--- src/rtl/mem_stage_dm_access.sv ---
// mem_stage_dm_access
// Memory-stage data-memory access controller for the 5-stage MIPS pipeline.
// Turns the load/store control of the instruction in MEM into a
// request/acknowledge transaction on a variable-latency data-memory port.
// The pipeline is stalled while the access is outstanding. The load result
// is registered and presented to the MEM/WB register.
//
// Optional feature macro: DM_TIMEOUT_EN
//   defined   -> ACCESS gives up after TIMEOUT_CYCLES cycles without ack,
//                pulses MEM_bus_error and returns 0xDEADBEEF on loads.
//   undefined -> ACCESS waits indefinitely; MEM_bus_error tied to 0.
//
// state  | meaning
// -------+-----------------------------------------------------------
// IDLE   | no access outstanding; detect a new load/store in MEM
// ACCESS | dmem_req high, waiting for dmem_ack (pipeline stalled)
// DONE   | access finished, pipeline advances, MEM/WB captures result
//
// Ports:
//   clock, reset             single clock, synchronous active-high reset
//   MEM_valid                instruction in MEM is not a bubble
//   MEM_dm_read_enable       load
//   MEM_dm_write_enable      store (wins when both enables are set)
//   MEM_alu_result[31:0]     effective byte address
//   MEM_store_data[31:0]     store data
//   dmem_req/we/addr/wdata   registered data-memory request
//   dmem_ack, dmem_rdata     memory acknowledge and read data (same cycle)
//   MEM_dm_read_data[31:0]   registered load result
//   MEM_stall                hold the upstream pipeline
//   MEM_misaligned           pulse on an access with address[1:0] != 0
//   MEM_bus_error            pulse when an access times out
module mem_stage_dm_access #(
   parameter int TIMEOUT_CYCLES = 15
) (
   input  logic        clock,
   input  logic        reset,
   input  logic        MEM_valid,
   input  logic        MEM_dm_read_enable,
   input  logic        MEM_dm_write_enable,
   input  logic [31:0] MEM_alu_result,
   input  logic [31:0] MEM_store_data,
   output logic        dmem_req,
   output logic        dmem_we,
   output logic [29:0] dmem_addr,
   output logic [31:0] dmem_wdata,
   input  logic        dmem_ack,
   input  logic [31:0] dmem_rdata,
   output logic [31:0] MEM_dm_read_data,
   output logic        MEM_stall,
   output logic        MEM_misaligned,
   output logic        MEM_bus_error
);

   typedef enum logic [1:0] {
      IDLE   = 2'd0,
      ACCESS = 2'd1,
      DONE   = 2'd2
   } state_t;

   state_t state, state_nxt;

   logic access;
   logic aligned;
   logic timeout;

   if (TIMEOUT_CYCLES < 1) begin : g_bad_timeout
      $error("TIMEOUT_CYCLES must be at least 1");
   end

   assign access  = MEM_valid & (MEM_dm_read_enable | MEM_dm_write_enable);
   assign aligned = (MEM_alu_result[1:0] == 2'b00);

`ifdef DM_TIMEOUT_EN
   localparam int CNT_W = ($clog2(TIMEOUT_CYCLES + 1) < 4) ? 4 : $clog2(TIMEOUT_CYCLES + 1);
   localparam logic [CNT_W-1:0] CNT_LAST = CNT_W'(TIMEOUT_CYCLES - 1);

   logic [CNT_W-1:0] timeout_cnt;

   // Counter sits at 0 outside ACCESS, so it is already clear on entry.
   always_ff @(posedge clock) begin
      if (reset) begin
         timeout_cnt <= '0;
      end else if (state == ACCESS) begin
         timeout_cnt <= timeout_cnt + 1'b1;
      end else begin
         timeout_cnt <= '0;
      end
   end

   // Fires in the TIMEOUT_CYCLES-th ACCESS cycle if that cycle brings no ack.
   assign timeout = (state == ACCESS) && !dmem_ack && (timeout_cnt == CNT_LAST);
`else
   assign timeout = 1'b0;
`endif

   always_ff @(posedge clock) begin
      if (reset) begin
         state <= IDLE;
      end else begin
         state <= state_nxt;
      end
   end

   always_comb begin
      state_nxt      = state;
      MEM_stall      = 1'b0;
      MEM_misaligned = 1'b0;
      case (state)
         IDLE: begin
            if (access) begin
               if (aligned) begin
                  MEM_stall = 1'b1;
                  state_nxt = ACCESS;
               end else begin
                  MEM_misaligned = 1'b1;
               end
            end
         end
         ACCESS: begin
            MEM_stall = 1'b1;
            if (dmem_ack || timeout) begin
               state_nxt = DONE;
            end
         end
         DONE: begin
            state_nxt = IDLE;
         end
         default: begin
            state_nxt = IDLE;
         end
      endcase
   end

   // Request fields are loaded only when leaving IDLE so they stay stable
   // for the whole ACCESS phase; req alone drops when the access ends.
   always_ff @(posedge clock) begin
      if (reset) begin
         dmem_req         <= 1'b0;
         dmem_we          <= 1'b0;
         dmem_addr        <= '0;
         dmem_wdata       <= '0;
         MEM_dm_read_data <= '0;
      end else begin
         case (state)
            IDLE: begin
               if (access) begin
                  if (aligned) begin
                     dmem_req   <= 1'b1;
                     dmem_we    <= MEM_dm_write_enable;
                     dmem_addr  <= MEM_alu_result[31:2];
                     dmem_wdata <= MEM_store_data;
                  end else begin
                     MEM_dm_read_data <= '0;
                  end
               end
            end
            ACCESS: begin
               if (dmem_ack) begin
                  dmem_req <= 1'b0;
                  if (!dmem_we) begin
                     MEM_dm_read_data <= dmem_rdata;
                  end
               end else if (timeout) begin
                  dmem_req <= 1'b0;
                  if (!dmem_we) begin
                     MEM_dm_read_data <= 32'hDEAD_BEEF;
                  end
               end
            end
            default: begin
            end
         endcase
      end
   end

`ifdef DM_TIMEOUT_EN
   always_ff @(posedge clock) begin
      if (reset) begin
         MEM_bus_error <= 1'b0;
      end else begin
         MEM_bus_error <= timeout;
      end
   end
`else
   assign MEM_bus_error = 1'b0;
`endif

endmodule

--- config.mk ---
export PLATFORM = sky130hd
export DESIGN_NAME = mem_stage_dm_access
export DESIGN_NICKNAME = d
export VERILOG_FILES = /design/src/rtl/mem_stage_dm_access.sv
export SDC_FILE = /design/constraint.sdc
export NUM_CORES = 1
export LEC_CHECK = 0
export ABC_AREA = 1
export CAP_MARGIN = 20
export CELL_PAD_IN_SITES_DETAIL_PLACEMENT = 2
export CELL_PAD_IN_SITES_GLOBAL_PLACEMENT = 2
export CORE_MARGIN = 3
export CORE_UTILIZATION = 18
export DETAILED_ROUTE_END_ITERATION = 10
export MAX_ROUTING_LAYER = met4
export PLACE_DENSITY = 0.84
export SETUP_SLACK_MARGIN = 0.3
export SLEW_MARGIN = 20
export SYNTH_ARGS = -nofsm -noshare
export SYNTH_HDL_FRONTEND = slang
export SYNTH_SLANG_ARGS = --single-unit
export TNS_END_PERCENT = 20
--- constraint.sdc ---
create_clock -name clock -period 1.52 [get_ports clock]
set_clock_uncertainty 0.2 [all_clocks]
set_input_delay 0.152 -clock clock [delete_from_list [all_inputs] [get_ports clock]]
set_output_delay 0.152 -clock clock [all_outputs]
set_load 0.03 [all_outputs]
==> results of run 1 <==
-- area by class of cell --
type,count,area (µm²),share of cell area
Timing Repair Buffer,259,3088,0.3997
Sequential cell,98,1997,0.2585
Multi-Input combinational cell,352,1874,0.2426
Tap cell,270,337.8,0.04373
Clock buffer,11,242.7,0.03142
Inverter,39,146.4,0.01895
Clock inverter,5,38.79,0.005021
-- worst paths after layout --
| check | to | start | cells after the start |
|---|---|---|---|
| setup / recovery | MEM_dm_read_data[2]$_SDFFE_PP0P_ | state[1]$_SDFFE_PP0P_ | 10 |
| hold / removal | dmem_wdata[10]$_SDFFE_PP0P_ | MEM_store_data[10] | 3 |
| setup reg to reg | MEM_dm_read_data[2]$_SDFFE_PP0P_ | state[1]$_SDFFE_PP0P_ | 10 |
| hold reg to reg | MEM_dm_read_data[31]$_SDFFE_PP0P_ | MEM_dm_read_data[31]$_SDFFE_PP0P_ | 2 |
-- layer usage --
layer	GRT usage	vias up
li1	-	2107
met5	-	-
met3	0.05087	36
met2	0.2454	158
met4	0.03717	0
met1	0.1610	2175
-- worst max-delay path: stages, from the launching register on --
cell and delay, ps:
dfxtp_2 340, buf_4 140, nor2_4 190, nand2_2 110, nand2_4 90, nand3_4 140, buf_4 180, buf_12 130
nand2_2 60, nand2_1 80, nor2_2 140
-- stage by stage --
stage / area (µm²) / std cells
CTS: 6783 / 1006
global route: 7725 / 1034
global placement: 6347 / 986
floorplan: 3859 / 524
detailed placement: 6347 / 986
finish: 7725 / 1034
-- placed cells by master, fill, tap and decap left out, drive strengths merged --
master	synthesis	final
a21oi	20	20
buf	20	145
clkbuf	15	24
clkdlybuf4s50	0	101
clkinv	0	3
clkinvlp	0	1
conb	1	1
dfxtp	98	98
inv	39	40
nand2	86	86
nand3	3	3
nand4	16	16
nor2	161	161
nor3	1	1
o21ai	64	64
-- registers in the layout, summed over array words and instances, names as in the netlist --
name	count
MEM_dm_read_data	32
dmem_addr	30
dmem_req	1
dmem_wdata	32
dmem_we	1
state	2
-- power groups by stage --
stage	Sequential, mW	Clock, mW	Combinational (mW)
after global placement	2.85	0	1.49
final	2.85	2.26	1.90
after detailed placement	2.86	0	1.52
after floorplan	3.15	0	0.430
after global routing	2.87	2.46	2.04
after CTS	2.84	2.37	1.57
-- repair_timing --
action | 4_1_cts | 5_1_grt
buffers inserted | 4 | 11
hold buffers | 0 | 0
pin swaps | 3 | 34
gates cloned | 0 | 17
endpoints found under the setup margin | 196 | 176
resized for setup | 679 | 150
endpoints found under the hold margin | 0 | 0
-- cells by family (layout without fill, tap and decap cells) --
group / after synthesis / count (layout) / share of synthesized area
compound gates: 84 / 84 / 0.1109
buf+inv: 74 / 314 / 0.08682
flops: 98 / 98 / 0.5177
other cells: 1 / 1 / 0.0009895
simple gates: 267 / 267 / 0.2836
==> impl_metrics.json, run 1 <==
{
  "drt-vias-per-instance": 4.329,
  "peakVddDrop_v": 0.0005049,
  "die_w_um": 151.1,
  "drt_iter0_drc": 81,
  "maxCapViolCount": 0,
  "clockRootBuffer": "clkbuf_16",
  "drc": 0,
  "yosysMostFrequentCell": "nor2_1",
  "synthFlopType": "dfxtp_1",
  "yosys_register_bits": 98,
  "post_drt_wl_per_cell_um": 19.19,
  "grt_antenna_before_repair": 0,
  "wl_met2_um": 10600,
  "final_util": 0.3781,
  "switching_share": 0.3112,
  "tritoncts": "built",
  "path_class": "reg -> reg",
  "syn_avg_cell_area_um2": 7.233,
  "timing.final.crit_share": 1.233,
  "synth_edf_count": 0,
  "grt-ovfl-total": 0,
  "sequentialPowerShare": 0.407,
  "cp.arrival_ps": 1950,
  "met3_length_um": 1481,
  "maxUsedRoutingLayer": "met4",
  "intPower_mw": 4.831,
  "cp.required_ps": 1590,
  "setup_tns_ps": -18410,
  "fin_hold_ws_ps": 189.5,
  "power.total_mw": 7.014,
  "drtAntennaViolNets": 0,
  "final_nets": 861,
  "pre_cts_ws_ps": -433.5,
  "cp-start-kind": "flip-flop",
  "num_vias": 4476,
  "synth-warning-count": 0,
  "place.gp.congestion": 0.7503,
  "ys_top_cells_by_count": "nor2_1 (158), dfxtp_1 (98), nand2_1 (84), o21ai_0 (63), inv_1 (37)",
  "final-max-slew-violation-count": 0,
  "hpwl_um": 11420,
  "grt.total_usage": 0.1440,
  "dieArea_um2": 22830,
  "port_buffers": 199,
  "met1_length_um": 7273,
  "fin_crit_ps": 1874,
  "n_antenna_cell": 0,
  "worstPathMaxFanout": 6,
  "insertion_delay_ps": 340,
  "num_rows": 52,
  "clockBufferDepth": 2,
  "start_util": 0.1855,
  "h-tree-depth": 3,
  "async_reset_ff_frac": 0,
  "p_sw_mw": 2.183,
  "cellPowerDensity_nw_per_um2": 908.0,
  "max_clock_freq_mhz": 533.6,
  "syn_area_um2": 3790,
  "die_h_um": 151.1,
  "synth_area_leaders": "dfxtp_1 (52%), nor2_1 (16%), o21ai_0 (8.3%)",
  "hold_viol_final": 0,
  "fill_cells": 2282,
  "pwr-share-clk": 0.322,
  "seq_area_frac_synth": 0.5177,
  "synthCells": 524,
  "violations": "setup timing",
  "setup_slack_ps": -354.1,
  "syn_to_final_growth_pct": 103.8,
  "rsz0062_at_grt": "yes",
  "dr.pass1.iters": 4,
  "core_um2": 20430,
  "clkTransAtPathRegs_ps": 80,
  "ys_types": 21,
  "grt_max_degree": 55,
  "power_leakage_nw": 3.330,
  "synth_top_area_frac": 0.5177,
  "r2r_slack_ps": -350,
  "yosysTopAreaCell": "dfxtp_1",
  "cts_inserted_buffers": 9,
  "wl_um": 19840,
  "comb_power_share": 0.271,
  "hp-class": "in -> reg",
  "grt_pass1_vias": 4663,
  "grt_pass1_wl_um": 24890,
  "ioPinCount": 201,
  "cts.sinks": 98,
  "drive_above_1_share": 0.3887,
  "status": "finished, violations left",
  "setup_viol": 99,
  "cp-end-kind": "flip-flop",
  "synth_nets": 626
}
Note: power is estimated with default switching activity, not from simulation.
==> run 2, diff against run 1 <==
--- a/config.mk
+++ b/config.mk
@@ -13,7 +13,7 @@
 export CORE_UTILIZATION = 18
 export DETAILED_ROUTE_END_ITERATION = 10
 export MAX_ROUTING_LAYER = met4
-export PLACE_DENSITY = 0.84
+export PLACE_DENSITY = 0.73
 export SETUP_SLACK_MARGIN = 0.3
 export SLEW_MARGIN = 20
 export SYNTH_ARGS = -nofsm -noshare
==> run 2 against run 1 <==
Compared with the run above: the flow still finishes with violations (setup timing); utilization shrank 2.9 points; cell area down 7.8%; setup slack gained 99 ps; register-to-register slack improved by 140 ps; total power shrank 2.4%; critical path type is now reg -> out.
==> impl_metrics.json, run 2 (same netlist as run 1, synthesis figures left out) <==
{
  "drc": 0,
  "grt.total_usage": 0.1460,
  "place.gp.congestion": 0.7943,
  "dieArea_um2": 22830,
  "met2_usage": 0.2463,
  "die_h_um": 151.1,
  "reg2reg_depth": 8,
  "regArea_um2": 1996,
  "min_from": "MEM_dm_write_enable",
  "setup_slack_ps": -254.7,
  "status": "finished, violations left",
  "placed_area_um2": 6325,
  "maxCapViolCount": 0,
  "num_rows": 52,
  "mostFrequentLayoutCell": "nor2_1",
  "post-place-cells": 982,
  "syn_to_final_growth_pct": 87.95,
  "fin_area_um2": 7123,
  "fill_cells": 2318,
  "multiInputGateArea_um2": 1578,
  "grt_pass1_wl_um": 25380,
  "die_w_um": 151.1,
  "whs_endpoint": "dmem_we$_SDFFE_PP0P_",
  "fin_hold_ws_ps": 74.06,
  "dr.pass1.iters": 4,
  "final_util": 0.3487,
  "cp-start-kind": "flip-flop",
  "drive_above_1_share": 0.2749,
  "r2r_slack_ps": -210,
  "hold_path_depth": 3,
  "cpMostUsedCell": "nor2_4",
  "cp-end-kind": "output port",
  "hp-class": "in -> reg",
  "layout_common_cells": "nor2_1 (157), clkdlybuf4s50_1 (100), buf_6 (95), nand2_1 (82), dfxtp_1 (71)",
  "busiest_layer": "met2",
  "tritoncts": "built",
  "max_clock_freq_mhz": 563.5,
  "slowest_stage": "dfxtp_2",
  "cp_cell_sequence": "nor2_4 > nand3_2 > nor2_4 > inv_4 > buf_12 > nand2_4 > buf_6",
  "cts_inserted_buffers": 9,
  "core_um2": 20430,
  "grt_pass1_vias": 4823,
  "power.total_mw": 6.845,
  "clkTransAtPathRegs_ps": 70,
  "clockBufferDepth": 2,
  "ioPinCount": 201,
  "clockRootBuffer": "clkbuf_16",
  "peakVddDrop_v": 0.0004788,
  "wl_um": 17030,
  "rr_startpoint": "state[1]$_SDFFE_PP0P_",
  "hpwl_um": 11720,
  "h-tree-depth": 3,
  "post_drt_wl_per_cell_um": 16.83,
  "port_buffers": 199,
  "worst_r2r_endpoint": "dmem_wdata[25]$_SDFFE_PP0P_",
  "power_leakage_nw": 3.170,
  "worstPathMaxFanout": 4,
  "fin_cells": 1012,
  "cp.required_ps": 1170,
  "setup_tns_ps": -13340,
  "insertion_delay_ps": 340,
  "final_nets": 839,
  "final-max-slew-violation-count": 0,
  "drt_iter0_drc": 84,
  "setup_viol": 98,
  "cts.sinks": 98,
  "fin_crit_ps": 1775,
  "path_class": "reg -> out",
  "grt_max_degree": 39,
  "cellPowerDensity_nw_per_um2": 960.9,
  "rsz0062_at_grt": "yes",
  "grtUsageMet1": 0.1663,
  "num_vias": 4281,
  "met3_usage": 0.05206,
  "violations": "setup timing",
  "cp.arrival_ps": 1420,
  "grt-ovfl-total": 0,
  "drt-vias-per-instance": 4.230,
  "pre_cts_ws_ps": -552.9,
  "hold_viol_final": 0,
  "grt_antenna_before_repair": 0,
  "reg.largest.list": "MEM_dm_read_data: 32 flops, dmem_wdata: 32 flops, dmem_addr: 30 flops",
  "slowest_delay_ps": 340,
  "start_util": 0.1855,
  "timing.final.crit_share": 1.168,
  "n_antenna_cell": 0,
  "drtAntennaViolNets": 0
}
-- run 2: cell types whose count changed in the layout (fill, tap and decap cells not counted), moves of 7 or more --
cell	delta
buf_6	-9
nand2_1	+10
nor2_4	-7
nor2_2	-30
nor2_1	+37
clkbuf_16	-8
o21ai_0	+31
o21ai_1	-10
o21ai_2	-19
-- run 2: timing repair --
| item | 4_1_cts | 5_1_grt |
|---|---|---|
| gates cloned | 3 | 6 |
| buffers inserted | 5 | 0 |
| setup endpoints to repair | 196 | 171 |
| hold buffers | 0 | 0 |
| gates resized for setup | 676 | 35 |
| pin swaps | 6 | 4 |
-- run 2: critical path, delay by kind of cell (launching register included) --
kind / cells / cell delay, ps
simple gates: 4 / 450
flops: 1 / 340
buf+inv: 3 / 290
-- run 2: how the worst max path moves through the flow --
stage,from,endpoint,cells after the start
6_report,state[1]$_SDFFE_PP0P_,MEM_stall,7
5_1_grt,state[1]$_SDFFE_PP0P_,MEM_stall,7
4_1_cts,state[1]$_SDFFE_PP0P_,MEM_stall,7
3_5_place_dp,MEM_dm_write_enable,MEM_misaligned,5
3_3_place_gp,MEM_dm_write_enable,MEM_misaligned,5
2_1_floorplan,state[0]$_SDFFE_PP0P_,dmem_addr[22]$_SDFFE_PP0P_,8
-- run 2: layout make-up --
type | count | area share
timing repair buffer | 237 | 0.3882
sequential | 98 | 0.2802
multi-input combinational | 352 | 0.2215
tap | 270 | 0.04743
clock buffer | 12 | 0.03460
inverter | 39 | 0.02090
clock inverter | 4 | 0.007202
-- run 2: report_power, final --
part | switching (mW) | leakage (nW) | total, mW | internal [mW]
Sequential | 0.116 | 0.813 | 2.85 | 2.73
Clock | 1.01 | 0.143 | 2.33 | 1.32
Combinational | 0.846 | 2.21 | 1.66 | 0.816
Total | 1.97 | 3.17 | 6.84 | 4.87
-- run 2: routing by layer --
layer,up-vias,wire length [µm]
met5,-,0
met2,139,8444
li1,2059,-
met3,12,1300
met4,0,205
met1,2071,7083
==> run 3, diff against run 2 <==
--- a/config.mk
+++ b/config.mk
@@ -9,6 +9,7 @@
 export CAP_MARGIN = 20
 export CELL_PAD_IN_SITES_DETAIL_PLACEMENT = 2
 export CELL_PAD_IN_SITES_GLOBAL_PLACEMENT = 2
+export CORE_ASPECT_RATIO = 1.75
 export CORE_MARGIN = 3
 export CORE_UTILIZATION = 18
 export DETAILED_ROUTE_END_ITERATION = 10
==> run 3 against run 2 <==
Compared with the run above: clock-buffer cell count is the same; register-to-register slack got worse by 40 ps; clock power about the same; sequential share of layout area is 0.34 points lower; cell area up 2.9%; combinational power up 11%; the flow still finishes with violations (setup timing); global-route usage rose by 0.98 points; fmax down 0.60%; flip-flop and latch count did not move.
==> impl_metrics.json, run 3 (same netlist as run 1, synthesis figures left out) <==
{
  "status": "finished, violations left",
  "violations": "setup timing",
  "clockBufferDepth": 2,
  "start_util": 0.1852,
  "cp-end-kind": "output port",
  "setup_tns_ps": -8502,
  "r2r_slack_ps": -250,
  "cpMostUsedCell": "buf_4",
  "slowest_delay_ps": 340,
  "worstPathMaxFanout": 2,
  "cts_inserted_buffers": 9,
  "fin_crit_ps": 1785,
  "grt-ovfl-total": 0,
  "fill_cells": 2262,
  "syn_to_final_growth_pct": 93.36,
  "port_buffers": 199,
  "cp_cell_sequence": "nor2_4 > buf_4 > nand2_2 > buf_4 > nor2_1 > buf_4",
  "grt.total_usage": 0.1558,
  "drt-vias-per-instance": 4.352,
  "drtAntennaViolNets": 0,
  "peakVddDrop_v": 0.0003573,
  "cellPowerDensity_nw_per_um2": 958.7,
  "reg2reg_depth": 10,
  "reg.largest.list": "MEM_dm_read_data: 32 flops, dmem_wdata: 32 flops, dmem_addr: 30 flops",
  "h-tree-depth": 3,
  "layout_common_cells": "nor2_1 (134), buf_6 (106), clkdlybuf4s50_1 (101), dfxtp_2 (50)",
  "cts_hold_buf": 0,
  "endpoint": "MEM_misaligned",
  "n_antenna_cell": 0,
  "crit_cells": 6,
  "insertion_delay_ps": 350,
  "grt_pass1_wl_um": 26560,
  "drive_above_1_share": 0.3925,
  "mostFrequentLayoutCell": "nor2_1",
  "max_clock_freq_mhz": 560.1,
  "tritoncts": "built",
  "cp-startpoint": "state[0]$_SDFFE_PP0P_",
  "clkTransAtPathRegs_ps": 70,
  "ioPinCount": 201,
  "grt_max_degree": 42,
  "wl_um": 18370,
  "die_h_um": 198.0,
  "grt_pass1_vias": 4830,
  "cp.arrival_ps": 1430,
  "cp.required_ps": 1170,
  "place.gp.congestion": 0.7675,
  "placed_area_um2": 6187,
  "hpwl_um": 12470,
  "cp-start-kind": "flip-flop",
  "dr.pass1.iters": 4,
  "final-max-slew-violation-count": 0,
  "num_rows": 69,
  "hp-class": "in -> reg",
  "maxCapViolCount": 0,
  "timing.final.crit_share": 1.175,
  "grt_antenna_before_repair": 0,
  "drt_iter0_drc": 106,
  "pre_cts_ws_ps": -442.5,
  "num_vias": 4317,
  "hold_viol_final": 0,
  "rr_startpoint": "state[1]$_SDFFE_PP0P_",
  "dieArea_um2": 22900,
  "power_leakage_nw": 3.192,
  "path_class": "reg -> out",
  "die_w_um": 115.7,
  "clockRootBuffer": "clkbuf_16",
  "setup_slack_ps": -265.4,
  "worst_r2r_endpoint": "MEM_dm_read_data[4]$_SDFFE_PP0P_",
  "final_nets": 842,
  "cts.sinks": 98,
  "slowest_stage": "dfxtp_2",
  "core_um2": 20460,
  "drc": 0,
  "fin_area_um2": 7328,
  "crit_buf_inv": 3,
  "post_drt_wl_per_cell_um": 18.52,
  "critPathTopFamily": "buffers and inverters",
  "rsz0062_at_grt": "yes",
  "setup_viol": 81
}
run 3: routing by layer:
layer,part of all wire,GRT usage,vias to the layer above
met3,0.050,0.03333,27
met5,0,-,-
met2,0.58,0.2955,130
met1,0.34,0.1489,2097
li1,-,-,2063
met4,0.029,0.06409,0
run 3: worst min path at each step:
stage / start / to / slack, ps / cells after the start
6_report: MEM_alu_result[26] / dmem_addr[24]$_SDFFE_PP0P_ / 180 / 3
3_5_place_dp: MEM_dm_read_data[31]$_SDFFE_PP0P_ / MEM_dm_read_data[31]$_SDFFE_PP0P_ / 270 / 2
5_1_grt: MEM_store_data[10] / dmem_wdata[10]$_SDFFE_PP0P_ / 170 / 3
2_1_floorplan: dmem_rdata[10] / MEM_dm_read_data[10]$_SDFFE_PP0P_ / 80 / 2
4_1_cts: MEM_store_data[6] / dmem_wdata[6]$_SDFFE_PP0P_ / 160 / 3
3_3_place_gp: dmem_req$_SDFFE_PP0P_ / dmem_req$_SDFFE_PP0P_ / 250 / 2
run 3: stage by stage:
stage	hold WS [ps]	utilization	power (mW)	instances
after floorplan	78.54	-	3.584	524
after global placement	252.6	0.3024	4.317	957
after detailed placement	271.0	0.3024	4.371	957
after CTS	156.7	0.3360	6.945	983
after global routing	174.6	0.3582	7.395	992
final	180.1	0.3582	7.025	992
run 3: timing repair:
item,4_1_cts,5_1_grt
setup endpoints to repair,196,158
setup buffers,9,6
pin swaps,9,22
resized for setup,741,110
cloned,2,3
run 3: worst reg2reg max path: cells and delay by family, from the launching register on:
family / cells / cell delay, ps
and+or+nand+nor: 5 / 400
AOI/OAI and AO/OA: 1 / 120
buffers and inverters: 4 / 590
DFF: 1 / 360
run 3: report_power, final:
group	switching, mW	leakage, nW	internal (mW)
Clock	1.01	0.142	1.31
Combinational	0.964	2.23	0.888
Sequential	0.118	0.824	2.74
Total	2.09	3.19	4.93
run 3: final cells by class:
| type | instances | area (µm²) | share of cell area |
|---|---|---|---|
| clock inverter | 3 | 40.04 | 0.005464 |
| clock buffer | 12 | 246.5 | 0.03363 |
| inverter | 39 | 148.9 | 0.02032 |
| multi-input combinational | 352 | 1859 | 0.2537 |
| timing repair buffer | 240 | 2695 | 0.3678 |
| sequential | 98 | 2028 | 0.2768 |
| tap | 248 | 310.3 | 0.04234 |
